### src/rtl/pipe_stage_skid.sv
// pipe_stage_skid: one pipeline stage with a main register and a skid register,
// so in_ready is a registered signal with no combinational path from
// out_ready or in_valid. It also supports a synchronous flush and keeps
// saturating stall and flush statistics.
module pipe_stage_skid #(
    parameter int DATA_W = 32,
    parameter int LANES  = 4,
    parameter int CTRL_W = 4,
    parameter int CNT_W  = 16
) (
    input  logic                    clk,
    input  logic                    reset,
    input  logic                    flush,
    input  logic                    in_valid,
    output logic                    in_ready,
    input  logic [CTRL_W-1:0]       in_ctrl,
    input  logic [LANES*DATA_W-1:0] in_data,
    output logic                    out_valid,
    input  logic                    out_ready,
    output logic [CTRL_W-1:0]       out_ctrl,
    output logic [LANES*DATA_W-1:0] out_data,
    output logic [1:0]              occupancy,
    output logic [CNT_W-1:0]        stall_cnt,
    output logic [CNT_W-1:0]        flush_cnt
);

    localparam int PAYLOAD_W = LANES * DATA_W;
    localparam logic [CNT_W-1:0] CNT_MAX = {CNT_W{1'b1}};
    localparam logic [CNT_W-1:0] CNT_ONE = {{(CNT_W-1){1'b0}}, 1'b1};

    // The encoding doubles as the occupancy count.
    typedef enum logic [1:0] {
        EMPTY = 2'd0,
        ONE   = 2'd1,
        FULL  = 2'd2
    } state_t;

    state_t state;
    state_t next_state;

    logic                 in_ready_q;
    logic [CTRL_W-1:0]    main_ctrl;
    logic [PAYLOAD_W-1:0] main_data;
    logic [CTRL_W-1:0]    skid_ctrl;
    logic [PAYLOAD_W-1:0] skid_data;

    logic in_fire;
    logic out_fire;
    logic load_main_in;
    logic load_main_skid;
    logic load_skid;

    logic [1:0]     drop_count;
    logic [CNT_W:0] flush_sum;

    assign in_ready  = in_ready_q;
    assign out_valid = (state == ONE) || (state == FULL);
    assign out_ctrl  = main_ctrl;
    assign out_data  = main_data;
    assign occupancy = state;

    assign in_fire  = in_valid & in_ready_q;
    assign out_fire = out_valid & out_ready;

    // Next-state and register-load decisions; flush overrides everything.
    always_comb begin
        next_state     = state;
        load_main_in   = 1'b0;
        load_main_skid = 1'b0;
        load_skid      = 1'b0;
        if (flush) begin
            next_state = EMPTY;
        end else begin
            case (state)
                EMPTY: begin
                    if (in_fire) begin
                        load_main_in = 1'b1;
                        next_state   = ONE;
                    end
                end
                ONE: begin
                    if (in_fire && out_fire) begin
                        load_main_in = 1'b1;
                    end else if (in_fire) begin
                        load_skid  = 1'b1;
                        next_state = FULL;
                    end else if (out_fire) begin
                        next_state = EMPTY;
                    end
                end
                FULL: begin
                    if (out_fire) begin
                        load_main_skid = 1'b1;
                        next_state     = ONE;
                    end
                end
                default: begin
                    next_state = EMPTY;
                end
            endcase
        end
    end

    // Entries lost to a flush: what was stored and not delivered, plus any accepted input.
    always_comb begin
        drop_count = 2'd0;
        if (flush) begin
            drop_count = occupancy - {1'b0, out_fire} + {1'b0, in_fire};
        end
        flush_sum = {1'b0, flush_cnt} + {{(CNT_W-1){1'b0}}, drop_count};
    end

    // State register.
    always_ff @(posedge clk or posedge reset) begin
        if (reset) begin
            state <= EMPTY;
        end else begin
            state <= next_state;
        end
    end

    // Registered ready: accept whenever the coming state still has a free slot.
    always_ff @(posedge clk or posedge reset) begin
        if (reset) begin
            in_ready_q <= 1'b0;
        end else begin
            in_ready_q <= (next_state != FULL);
        end
    end

    // Main register; a bubble gets a cleared control field so it has no side effects.
    always_ff @(posedge clk or posedge reset) begin
        if (reset) begin
            main_ctrl <= '0;
            main_data <= '0;
        end else if (next_state == EMPTY) begin
            main_ctrl <= '0;
        end else if (load_main_in) begin
            main_ctrl <= in_ctrl;
            main_data <= in_data;
        end else if (load_main_skid) begin
            main_ctrl <= skid_ctrl;
            main_data <= skid_data;
        end
    end

    // Skid register catches the entry accepted while the main register is stalled.
    always_ff @(posedge clk or posedge reset) begin
        if (reset) begin
            skid_ctrl <= '0;
            skid_data <= '0;
        end else if (flush) begin
            skid_ctrl <= '0;
        end else if (load_skid) begin
            skid_ctrl <= in_ctrl;
            skid_data <= in_data;
        end
    end

    // Saturating count of cycles an entry waited on downstream.
    always_ff @(posedge clk or posedge reset) begin
        if (reset) begin
            stall_cnt <= '0;
        end else if (out_valid && !out_ready && (stall_cnt != CNT_MAX)) begin
            stall_cnt <= stall_cnt + CNT_ONE;
        end
    end

    // Saturating count of entries discarded by flush.
    always_ff @(posedge clk or posedge reset) begin
        if (reset) begin
            flush_cnt <= '0;
        end else if (flush) begin
            flush_cnt <= flush_sum[CNT_W] ? CNT_MAX : flush_sum[CNT_W-1:0];
        end
    end

endmodule

### config.mk
export PLATFORM = sky130hd
export DESIGN_NAME = pipe_stage_skid
export DESIGN_NICKNAME = d
export VERILOG_FILES = /design/src/rtl/pipe_stage_skid.sv
export SDC_FILE = /design/constraint.sdc
export NUM_CORES = 1
export LEC_CHECK = 0
export ABC_CLOCK_PERIOD_IN_PS = 20600
export BUFFER_PORTS_ARGS = -buffer_cell sky130_fd_sc_hd__buf_4
export CAP_MARGIN = 20
export CORE_MARGIN = 2
export CORE_UTILIZATION = 55
export CTS_BUF_LIST = sky130_fd_sc_hd__clkbuf_2
export CTS_CLUSTER_SIZE = 40
export DETAILED_ROUTE_END_ITERATION = 12
export PLACE_DENSITY_LB_ADDON = 0.25
export SLEW_MARGIN = 15
export SYNTH_ARGS = -nofsm -noshare
export SYNTH_HDL_FRONTEND = slang
export SYNTH_SLANG_ARGS = --single-unit
### constraint.sdc
create_clock -name clk -period 20.6 [get_ports clk]
set_input_delay 3.09 -clock clk [delete_from_list [all_inputs] [get_ports clk]]
set_output_delay 3.09 -clock clk [all_outputs]
set_load 0.02 [all_outputs]
==> flow_metrics.py <==
metrics = {
    "outcome": {
        "status": "finished, final reports clean",
    },
    "global_route": {
        "grt_max_degree": 129,
        "grt_pass1_wl_um": 46200,
        "grt_overflow": 0,
        "grt_pass1_vias": 8891,
        "grt_use_total": 0.216,
        "antenna_found_initial": 1,
    },
    "floorplan": {
        "die_height_um": 163,
        "core_mm2": 0.0250,
        "die_width_um": 163,
        "dieArea_mm2": 0.0267,
        "start_util": 0.557,
        "ioPinCount": 305,
        "rows": 58,
    },
    "critical_path": {
        "critPathCaptureType": "flop",
        "rrSetupSlack_ns": 16.40,
        "r2r-start": "occupancy[0]",
        "critPathLaunchType": "input pin",
        "worstPathCellList": "buf_4 -> nand2_1 -> inv_2 -> ha_1 -> inv_1 -> ha_1 -> xor2_1 -> xnor2_1 -> nand2_1 -> fa_1 -> nor4_2 -> nand3_1 -> and2_1 -> a31oi_1",
        "crit_path_max_fanout": 13,
        "slowest_stage": "nor4_2",
        "regToRegEndpoint": "flush_cnt[13]",
        "worstPathRequired_ns": 21.31,
        "max_stage_delay_ns": 0.60,
        "worstSetupPathType": "in2reg",
        "worstPathArrival_ns": 6.35,
        "reg2regPathDepth": 14,
    },
    "logic_synthesis": {
        "yosys_warnings": 0,
        "yosys_register_bits": 299,
        "yosysMostFrequentCell": "dfrtp_1",
        "syn-instance-count": 914,
        "synth_fa_ha_area_frac": 0.0103,
        "synth_edf_count": 0,
        "async_flop_share": 1.00,
        "synth_top_area_frac": 0.536,
        "synthMuxAreaShare": 0.347,
        "yosysTopAreaCell": "dfrtp_1",
        "synth_area_leaders": "dfrtp_1, mux2_1, mux2_4",
        "synth_xor_area_frac": 0.0132,
        "ys_types": 45,
        "postSynthAreaPerCell_um2": 15.3,
        "synthFlopType": "dfrtp_1",
        "synth_top_family_by_area": "multiplexers",
        "synth_compound_area_frac": 0.0182,
        "yosys-top-cells-count": "dfrtp_1, mux2_1, mux2_4",
        "syn_nets": 1061,
        "synth-simple-area-share": 0.0339,
        "syn-cell-area_mm2": 0.0140,
        "yosysSeqAreaShare": 0.536,
    },
    "routing": {
        "wl_per_cell_um": 17.5,
        "drc_errors": 0,
        "final_antenna_net_count": 0,
        "dr.pass1.iters": 4,
        "via_count": 8553,
        "dr.first_iter.drc_count": 430,
        "avgViaCountPerCell": 5.22,
        "finalWirelength_um": 28600,
    },
    "sta": {
        "finalSetupTns_ns": 0,
        "finalClockSkew_ns": 0.0734,
        "layout_setup_ws_ns": 14.95,
        "maxSlewHeadroom": 0.312,
        "tightest_slew_ns": 1.03,
        "finalSetupViolCount": 0,
        "grt_setup_unrepaired": "false",
        "hold_violations": 0,
        "layout_min_cycle_time_ns": 5.65,
        "min_period_over_period": 0.274,
        "slew_viol_final": 0,
        "max_freq_mhz": 177,
    },
    "placed_design": {
        "place_hpwl_um": 18900,
        "globalplace.congestion": 0.884,
        "dpl-instance-area_mm2": 0.0162,
        "placed_cells": 1509,
        "portBuffers": 304,
        "place_ws_ns": 14.21,
    },
    "clock_tree": {
        "tritoncts": "yes",
        "postCtsResizedCells": 0,
        "insertion_delay_ns": 0.80,
        "cts_sinks": 299,
        "cts.path.max_buffers": 3,
        "ctsHoldBuffers": 0,
        "cts_inserted_buffers": 78,
        "htreeDepth": 3,
        "postCtsSetupRepairBufs": 0,
        "clkTransAtPathRegs_ns": 0.10,
        "root_buffer": "clkbuf_2",
    },
    "pwr": {
        "power.internal_uw": 1550,
        "seq_power_share": 0.424,
        "swShare": 0.338,
        "power_uw": 2340,
        "peakVddDrop_uv": 82.7,
        "p_leak_uw": 0.00826,
        "p_comb_frac": 0.406,
        "clkPwrFrac": 0.170,
        "p_per_area_mw_per_mm2": 138,
        "netSwitchingPower_uw": 790,
    },
    "run": {
        "max_cap_viol_count": 0,
    },
    "finish": {
        "fillCellCount": 1875,
        "final_cell_count_no_fill": 1638,
        "area_delta_synth_final_pct": 21.1,
        "num-nets-final": 1406,
        "finalInstanceArea_mm2": 0.0169,
        "drive_gt1_frac": 0.497,
    },
    "worst_hold_path": {
        "min_to": "skid_data[22]",
        "hold_path_class": "reg2reg",
        "holdPathStages": 1,
        "hold_path_startpoint": "skid_data[22]",
    },
}
==> metal layers <==
metal	vias to the layer above	GRT usage	part of all wire
met3	51	0.0841	0.087
met5	-	0	0
li1	3989	-	-
met4	0	0.0805	0.025
met1	4237	0.282	0.43
met2	276	0.328	0.46
==> cell families after synthesis <==
family                     count (synthesis)
muxes                                    391
DFF                                      299
and+or+nand+nor                           95
buffers and inverters                     61
AOI/OAI and AO/OA                         36
xor gates and xnor gates                  21
adders and majority gates                 11
==> placed cells by master (no fill, tap or decap), drive strengths merged <==
cell type / n
mux2: 385
buf: 311
dfrtp: 299
clkbuf: 111
nand2: 27
nand3: 20
nor2: 19
inv: 17
a21oi: 13
xnor2: 12
clkinv: 11
xor2: 9
ha: 9
o21ai: 9
and3: 7
nor3: 6
mux2i: 6
and2: 4
nand4: 4
a2111oi: 4
a31oi: 4
diode: 3
nor4: 2
nand2b: 2
bufinv: 2
or2: 2
o31ai: 2
a41oi: 1
maj3: 1
a32o: 1
a221oi: 1
and4: 1
o21a: 1
and2b: 1
fa: 1
==> power by group through the flow <==
stage | Combinational [uW] | Sequential [uW] | Clock [uW]
finish | 948 | 991 | 397
global route | 1020 | 1030 | 448
CTS | 960 | 992 | 416
detailed placement | 958 | 1000 | 0
global placement | 937 | 988 | 0
floorplan | 479 | 1140 | 0
==> through the flow <==
stage                     hold WS (ns)   util
after global routing             0.505  0.675
after detailed placement         0.474  0.648
after floorplan                  0.457      -
final                            0.491  0.675
after CTS                        0.497  0.675
after global placement           0.466  0.648
==> critical path: cells and delay by family <==
family          cells  cell delay (ns)
fa+ha+maj           3             0.92
compound gates      1             0.16
simple gates        5             1.63
buf+inv             3             0.25
xor+xnor            2             0.30
==> flip-flops by register name, summed over array words and instances (netlist names) <==
name	cells
in_ready	1
out_data	128
out_ctrl	4
skid_data	128
flush_cnt	16
stall_cnt	16
occupancy	2
skid_ctrl	4
==> worst max path at each step <==
stage              from             to  slack [ns]  cells after the start
6_report       in_valid  flush_cnt[13]       14.95                     14
4_1_cts        in_valid  flush_cnt[13]       15.12                     14
3_5_place_dp   in_valid  flush_cnt[13]       14.21                     14
3_3_place_gp   in_valid  flush_cnt[13]       14.27                     14
2_1_floorplan     reset   flush_cnt[0]        9.25                      1
5_1_grt        in_valid  flush_cnt[13]       14.79                     14
==> layout make-up <==
class | count | area [um2] | area share
multi-input cells | 554 | 5920 | 0.350
clock buffers | 111 | 556 | 0.0329
flip-flops and latches | 299 | 7480 | 0.443
inverters | 15 | 63.8 | 0.00378
clock inverters | 15 | 113 | 0.00666
repair buffers | 311 | 2350 | 0.139
well taps | 330 | 413 | 0.0244
diodes | 3 | 7.51 | 0.000444
Power figures use the tool's default switching activity.
